**src/rtl/color_bbox_multi.sv**
```systemverilog
// color_bbox_multi: per-channel masked colour-key bounding-box detector.
// It tracks N_CH keys over a raster frame of IMG_W x IMG_H pixels.
// At the last pixel it latches each channel's box and count, then pulses bbox_valid.
// An sof arriving mid-frame aborts the frame, pulses frame_err and restarts at (0,0).
module color_bbox_multi #(
   parameter int IMG_W   = 1024,
   parameter int IMG_H   = 768,
   parameter int DW      = 16,
   parameter int N_CH    = 2,
   parameter int CW      = 11,
   parameter int CNT_W   = 20,
   parameter int MIN_PIX = 1
) (
   input  logic                  clk,
   input  logic                  rst_n,
   input  logic [DW-1:0]         pix_data,
   input  logic                  pix_valid,
   input  logic                  sof,
   input  logic [N_CH*DW-1:0]    key,
   input  logic [N_CH*DW-1:0]    mask,
   output logic [N_CH*CW-1:0]    x_min,
   output logic [N_CH*CW-1:0]    x_max,
   output logic [N_CH*CW-1:0]    y_min,
   output logic [N_CH*CW-1:0]    y_max,
   output logic [N_CH*CNT_W-1:0] pix_cnt,
   output logic [N_CH-1:0]       found,
   output logic                  bbox_valid,
   output logic                  frame_err
);

   localparam logic [CW-1:0]    X_LAST = CW'(IMG_W - 1);
   localparam logic [CW-1:0]    Y_LAST = CW'(IMG_H - 1);
   localparam logic [CNT_W-1:0] MIN_C  = CNT_W'(MIN_PIX);

   typedef enum logic {
      WAIT_SOF,
      ACTIVE
   } state_t;

   state_t state, state_next;

   logic [CW-1:0] cnt_x, cnt_y;
   logic [CW-1:0] cur_x, cur_y;
   logic          accept, last, early;

   logic [CW-1:0]    xmn [N_CH];
   logic [CW-1:0]    xmx [N_CH];
   logic [CW-1:0]    ymn [N_CH];
   logic [CW-1:0]    ymx [N_CH];
   logic [CNT_W-1:0] cnt [N_CH];

   logic [CW-1:0]    m_xmn [N_CH];
   logic [CW-1:0]    m_xmx [N_CH];
   logic [CW-1:0]    m_ymn [N_CH];
   logic [CW-1:0]    m_ymx [N_CH];
   logic [CNT_W-1:0] m_cnt [N_CH];
   logic [N_CH-1:0]  hit;
   logic [N_CH-1:0]  m_found;

   // Pixel acceptance, effective position (sof forces 0,0), last-pixel and early-sof detection
   always_comb begin
      accept = pix_valid & ((state == ACTIVE) | sof);
      cur_x  = sof ? '0 : cnt_x;
      cur_y  = sof ? '0 : cnt_y;
      last   = accept && (cur_x == X_LAST) && (cur_y == Y_LAST);
      early  = pix_valid & sof & (state == ACTIVE);
   end

   // FSM state register
   always_ff @(posedge clk or negedge rst_n) begin
      if (!rst_n) state <= WAIT_SOF;
      else        state <= state_next;
   end

   // FSM next state: any accepted pixel keeps the frame active until the last one
   always_comb begin
      state_next = state;
      if (accept) state_next = last ? WAIT_SOF : ACTIVE;
   end

   // Raster position counters, advanced only on accepted pixels
   always_ff @(posedge clk or negedge rst_n) begin
      if (!rst_n) begin
         cnt_x <= '0;
         cnt_y <= '0;
      end else if (accept) begin
         if (last) begin
            cnt_x <= '0;
            cnt_y <= '0;
         end else if (cur_x == X_LAST) begin
            cnt_x <= '0;
            cnt_y <= cur_y + CW'(1);
         end else begin
            cnt_x <= cur_x + CW'(1);
            cnt_y <= cur_y;
         end
      end
   end

   // Per-channel match and merge of the current pixel into the accumulators
   // (an sof pixel merges into a fresh accumulator, discarding any aborted frame)
   always_comb begin
      for (int unsigned i = 0; i < N_CH; i++) begin
         hit[i] = ((pix_data & mask[i*DW +: DW]) == (key[i*DW +: DW] & mask[i*DW +: DW]));
         if (sof) begin
            m_xmn[i] = X_LAST;
            m_xmx[i] = '0;
            m_ymn[i] = Y_LAST;
            m_ymx[i] = '0;
            m_cnt[i] = '0;
         end else begin
            m_xmn[i] = xmn[i];
            m_xmx[i] = xmx[i];
            m_ymn[i] = ymn[i];
            m_ymx[i] = ymx[i];
            m_cnt[i] = cnt[i];
         end
         if (hit[i]) begin
            if (cur_x < m_xmn[i]) m_xmn[i] = cur_x;
            if (cur_x > m_xmx[i]) m_xmx[i] = cur_x;
            if (cur_y < m_ymn[i]) m_ymn[i] = cur_y;
            if (cur_y > m_ymx[i]) m_ymx[i] = cur_y;
            if (m_cnt[i] != '1)   m_cnt[i] = m_cnt[i] + CNT_W'(1);
         end
         m_found[i] = (m_cnt[i] >= MIN_C);
      end
   end

   // Accumulator registers: re-initialised at reset and after the last pixel
   always_ff @(posedge clk or negedge rst_n) begin
      if (!rst_n) begin
         for (int unsigned i = 0; i < N_CH; i++) begin
            xmn[i] <= X_LAST;
            xmx[i] <= '0;
            ymn[i] <= Y_LAST;
            ymx[i] <= '0;
            cnt[i] <= '0;
         end
      end else if (accept) begin
         for (int unsigned i = 0; i < N_CH; i++) begin
            if (last) begin
               xmn[i] <= X_LAST;
               xmx[i] <= '0;
               ymn[i] <= Y_LAST;
               ymx[i] <= '0;
               cnt[i] <= '0;
            end else begin
               xmn[i] <= m_xmn[i];
               xmx[i] <= m_xmx[i];
               ymn[i] <= m_ymn[i];
               ymx[i] <= m_ymx[i];
               cnt[i] <= m_cnt[i];
            end
         end
      end
   end

   // Frame-latched results and the one-cycle status pulses
   always_ff @(posedge clk or negedge rst_n) begin
      if (!rst_n) begin
         x_min      <= '0;
         x_max      <= '0;
         y_min      <= '0;
         y_max      <= '0;
         pix_cnt    <= '0;
         found      <= '0;
         bbox_valid <= 1'b0;
         frame_err  <= 1'b0;
      end else begin
         bbox_valid <= last;
         frame_err  <= early;
         if (last) begin
            for (int unsigned i = 0; i < N_CH; i++) begin
               found[i]                  <= m_found[i];
               pix_cnt[i*CNT_W +: CNT_W] <= m_cnt[i];
               x_min[i*CW +: CW]         <= m_found[i] ? m_xmn[i] : '0;
               x_max[i*CW +: CW]         <= m_found[i] ? m_xmx[i] : '0;
               y_min[i*CW +: CW]         <= m_found[i] ? m_ymn[i] : '0;
               y_max[i*CW +: CW]         <= m_found[i] ? m_ymx[i] : '0;
            end
         end
      end
   end

endmodule
```
**config.mk**
```make
export PLATFORM = sky130hd
export DESIGN_NAME = color_bbox_multi
export DESIGN_NICKNAME = d
export VERILOG_FILES = /design/src/rtl/color_bbox_multi.sv
export SDC_FILE = /design/constraint.sdc
export NUM_CORES = 1
export LEC_CHECK = 0
export CAP_MARGIN = 20
export CORE_MARGIN = 2
export CORE_UTILIZATION = 54
export CTS_CLUSTER_DIAMETER = 60
export CTS_CLUSTER_SIZE = 28
export DETAILED_ROUTE_END_ITERATION = 12
export DONT_BUFFER_PORTS = 1
export HOLD_SLACK_MARGIN = 0.05
export PLACE_DENSITY = 0.72
export SLEW_MARGIN = 20
export SYNTH_ARGS = -nofsm -noshare
export SYNTH_HDL_FRONTEND = slang
export SYNTH_SLANG_ARGS = --single-unit
```
**constraint.sdc**
```tcl
create_clock -name clk -period 5.6 [get_ports clk]
set_input_delay 1.12 -clock clk [delete_from_list [all_inputs] [get_ports clk]]
set_output_delay 1.12 -clock clk [all_outputs]
set_load 0.01 [all_outputs]
```
==> impl_metrics.ini <==
[run_status]
status = completed

[route]
routed_wl_um = 44100
drt-met1-wl_um = 19300
firstDrtPassIters = 6
wl_met3_um = 2920
highest_layer = met4
drtIter0Drc = 1202
drc = 0
via_count = 13200
antenna_left = 0
wl_met2_um = 20500
routedWlPerCell_um = 21.0
vias_per_cell = 6.30

[clock_network]
clk_pin_slew_ns = 0.09
postCtsHoldBufs = 0
cts_max_level = 1
cts_tree = yes
clk_latency_ns = 0.55
post_cts_buffers = 0
cts_buffers = 23
cts-resized-gates = 0
cts_buffer_depth = 3
clkSinkCount = 283
root_buffer = clkbuf_16

[setup_path]
r2r_setup_slack_ns = 1.32
crit_fanout = 114
rr_endpoint = y_max[4]
endpoint_kind = flip-flop
critPathKind = in -> reg
critPathLaunchType = input port
reg2reg_depth = 14
worstPathArrival_ns = 4.75
crit_required_ns = 5.99
r2r-start = cnt_x[0]

[finish]
num_antenna_cells = 0
drive_gt1_share_pct = 8.25
layout.nets = 1865
area_growth_pct = 6.65
final_design_area_no_fill_um2 = 17200

[sta]
fin_hold_ws_ns = 0.287
setup_slack_ns = 1.24
period_share_pct = 77.8
slew_headroom_pct = 36.9
tns_ns = 0
hold_violations = 0
finalClockSkew_ns = 0.0307
tightest_slew_ns = 0.937
setup_violations = 0
rsz0062_at_grt = false
maxSlewViolCount = 0
final.min_clock_period_ns = 4.36
fmax_mhz = 230

[placement]
place_area_um2 = 16300
dp_slack_ns = 0.690
hpwl_um = 29600
portBuffers = 0
place_congestion = 0.931

[job]
cap_violations = 0

[synthesis]
yosysTopAreaCell = dfrtp_1
synth-seq-cells = 283
seq_area_frac_synth_pct = 44.3
syn_inst = 1770
synth_edf_count = 0
synth_area_um2 = 16100
syn-num-nets = 1942
ys_async_sr_fraction_pct = 100
ys_warn_count = 0
ys_types = 68
ys.flop_type = dfrtp_1
netlist.area_leader.share_pct = 38.1
synth_area_per_cell_um2 = 9.09
synthTopCellsByArea = dfrtp_1 38%, ha_1 6.8%, dfstp_2 6.2%, nand2_1 5.6%, nor2_1 4.3%

[global_routing]
grt_overflow = 0
grt_pass1_vias = 12700
grtUsageTotal_pct = 28.2
grt_pass1_wl_um = 70500
grt_max_degree = 284
antenna_found_initial = 0

[power]
p_leak_nw = 7.45
p_per_area_nw_per_um2 = 242
peakVddDrop_mv = 0.271

[die]
die_h_um = 177
dieArea_um2 = 31200
fp-row-count = 63
initial_core_util_pct = 54.6
die_width_um = 177
core_area_um2 = 29500
io_pins = 216

[worst_hold_path]
min_path_type = in -> async
power breakdown:
part	leakage, nW	switching [mW]	total [mW]	internal [mW]
Sequential	3.81	0.0324	2.11	2.08
Clock	0.403	0.926	1.81	0.886
Combinational	3.23	0.142	0.232	0.0896
Total	7.45	1.10	4.15	3.05
layout make-up:
cell class / count / area [um2]
Clock buffer: 23 / 576
Clock inverter: 18 / 277
Fill cell: 2590 / 12300
Inverter: 39 / 148
Multi-Input combinational cell: 1326 / 8330
Sequential cell: 283 / 7130
Tap cell: 390 / 488
Timing Repair Buffer: 20 / 225
synthesized netlist by cell type (all sizes together), types with 11 or more instances:
library cell  number
nand3             35
a21oi             72
ha                88
mux2i             26
xor2              43
a21o              13
a22oi             16
dfstp             38
a22o              45
nor3              82
nor2b             24
clkbuf           101
a211oi            48
nand4             38
and2              11
xnor2             22
and3              19
dfrtp            245
a2bb2oi           30
o31ai             34
nand2b            18
nand2            240
o21ai            130
buf               21
nor2             183
inv               39
routing by layer:
metal / up-vias / track usage (%)
met1: 6485 / 39.7
met4: 0 / 9.78
met3: 81 / 4.25
li1: 6194 / -
met5: - / 0
met2: 462 / 44.5
worst max-delay path, stage by stage:
cell,delay (ns)
inv_2,0.09
nand2_1,0.16
inv_1,0.14
ha_1,0.22
nand4_1,0.13
or4_4,0.49
nor3_4,0.25
nand4_2,0.18
or4_4,0.61
buf_4,0.34
a21oi_1,0.20
nand4_1,0.16
nor4_4,0.25
buf_12,0.29
a211oi_1,0.07
layout by cell type, fill, tap and decap left out, drive strengths merged, types with 5 or more instances in the layout:
master	count
inv	49
a22oi	16
nor2	183
nor3b	5
xnor2	22
o22a	8
a31o	5
or2	7
and3	19
nand4	38
nor3	82
clkinv	5
nand2b	18
xor2	43
and4	5
o21a	10
a21o	13
dfstp	38
nor2b	24
dfrtp	245
nand2	240
a32o	7
o31ai	34
or4	6
and2	11
a211oi	48
buf	20
nor4	10
ha	88
mux2i	26
nand3	35
a21oi	72
clkbuf	23
a2bb2oi	30
o21ai	130
a22o	45
mux2	6
cell families (layout without fill, tap and decap cells):
kind of cell    count (synthesis)  count (layout)  share of synthesized area [%]
compound gates                448             448                           18.8
xor+xnor                       65              65                           3.54
fa+ha+maj                      88              88                           6.84
buf+inv                       161             100                           4.06
flops                         283             283                           44.3
mux                            32              32                           2.04
simple gates                  693             693                           20.4
registers in the layout (all words and copies together), names as in the netlist:
name        count
ymx            22
x_max          22
bbox_valid      1
cnt_y          11
cnt            40
xmn            22
xmx            22
cnt_x          11
x_min          22
pix_cnt        40
frame_err       1
y_max          22
y_min          22
found           2
ymn            22
state           1
how the worst max path moves through the flow:
stage,startpoint,cells after the start,end,slack (ns)
after global routing,sof,15,y_max[2],0.95
after floorplan,sof,20,y_max[11],0.005
after CTS,sof,15,y_max[2],1.25
after detailed placement,sof,15,x_min[7],0.69
final,sof,15,y_max[4],1.24
after global placement,sof,15,x_max[3],0.82
metrics by stage:
stage | total power [mW] | utilization, % | cells
finish | 4.15 | 58.2 | 2099
global route | 4.30 | 58.2 | 2099
CTS | 4.18 | 58.2 | 2099
detailed placement | 2.37 | 55.3 | 2058
global placement | 2.37 | 55.3 | 2058
floorplan | 2.31 | - | 1770
No activity file was read; power rests on OpenSTA's default activity.
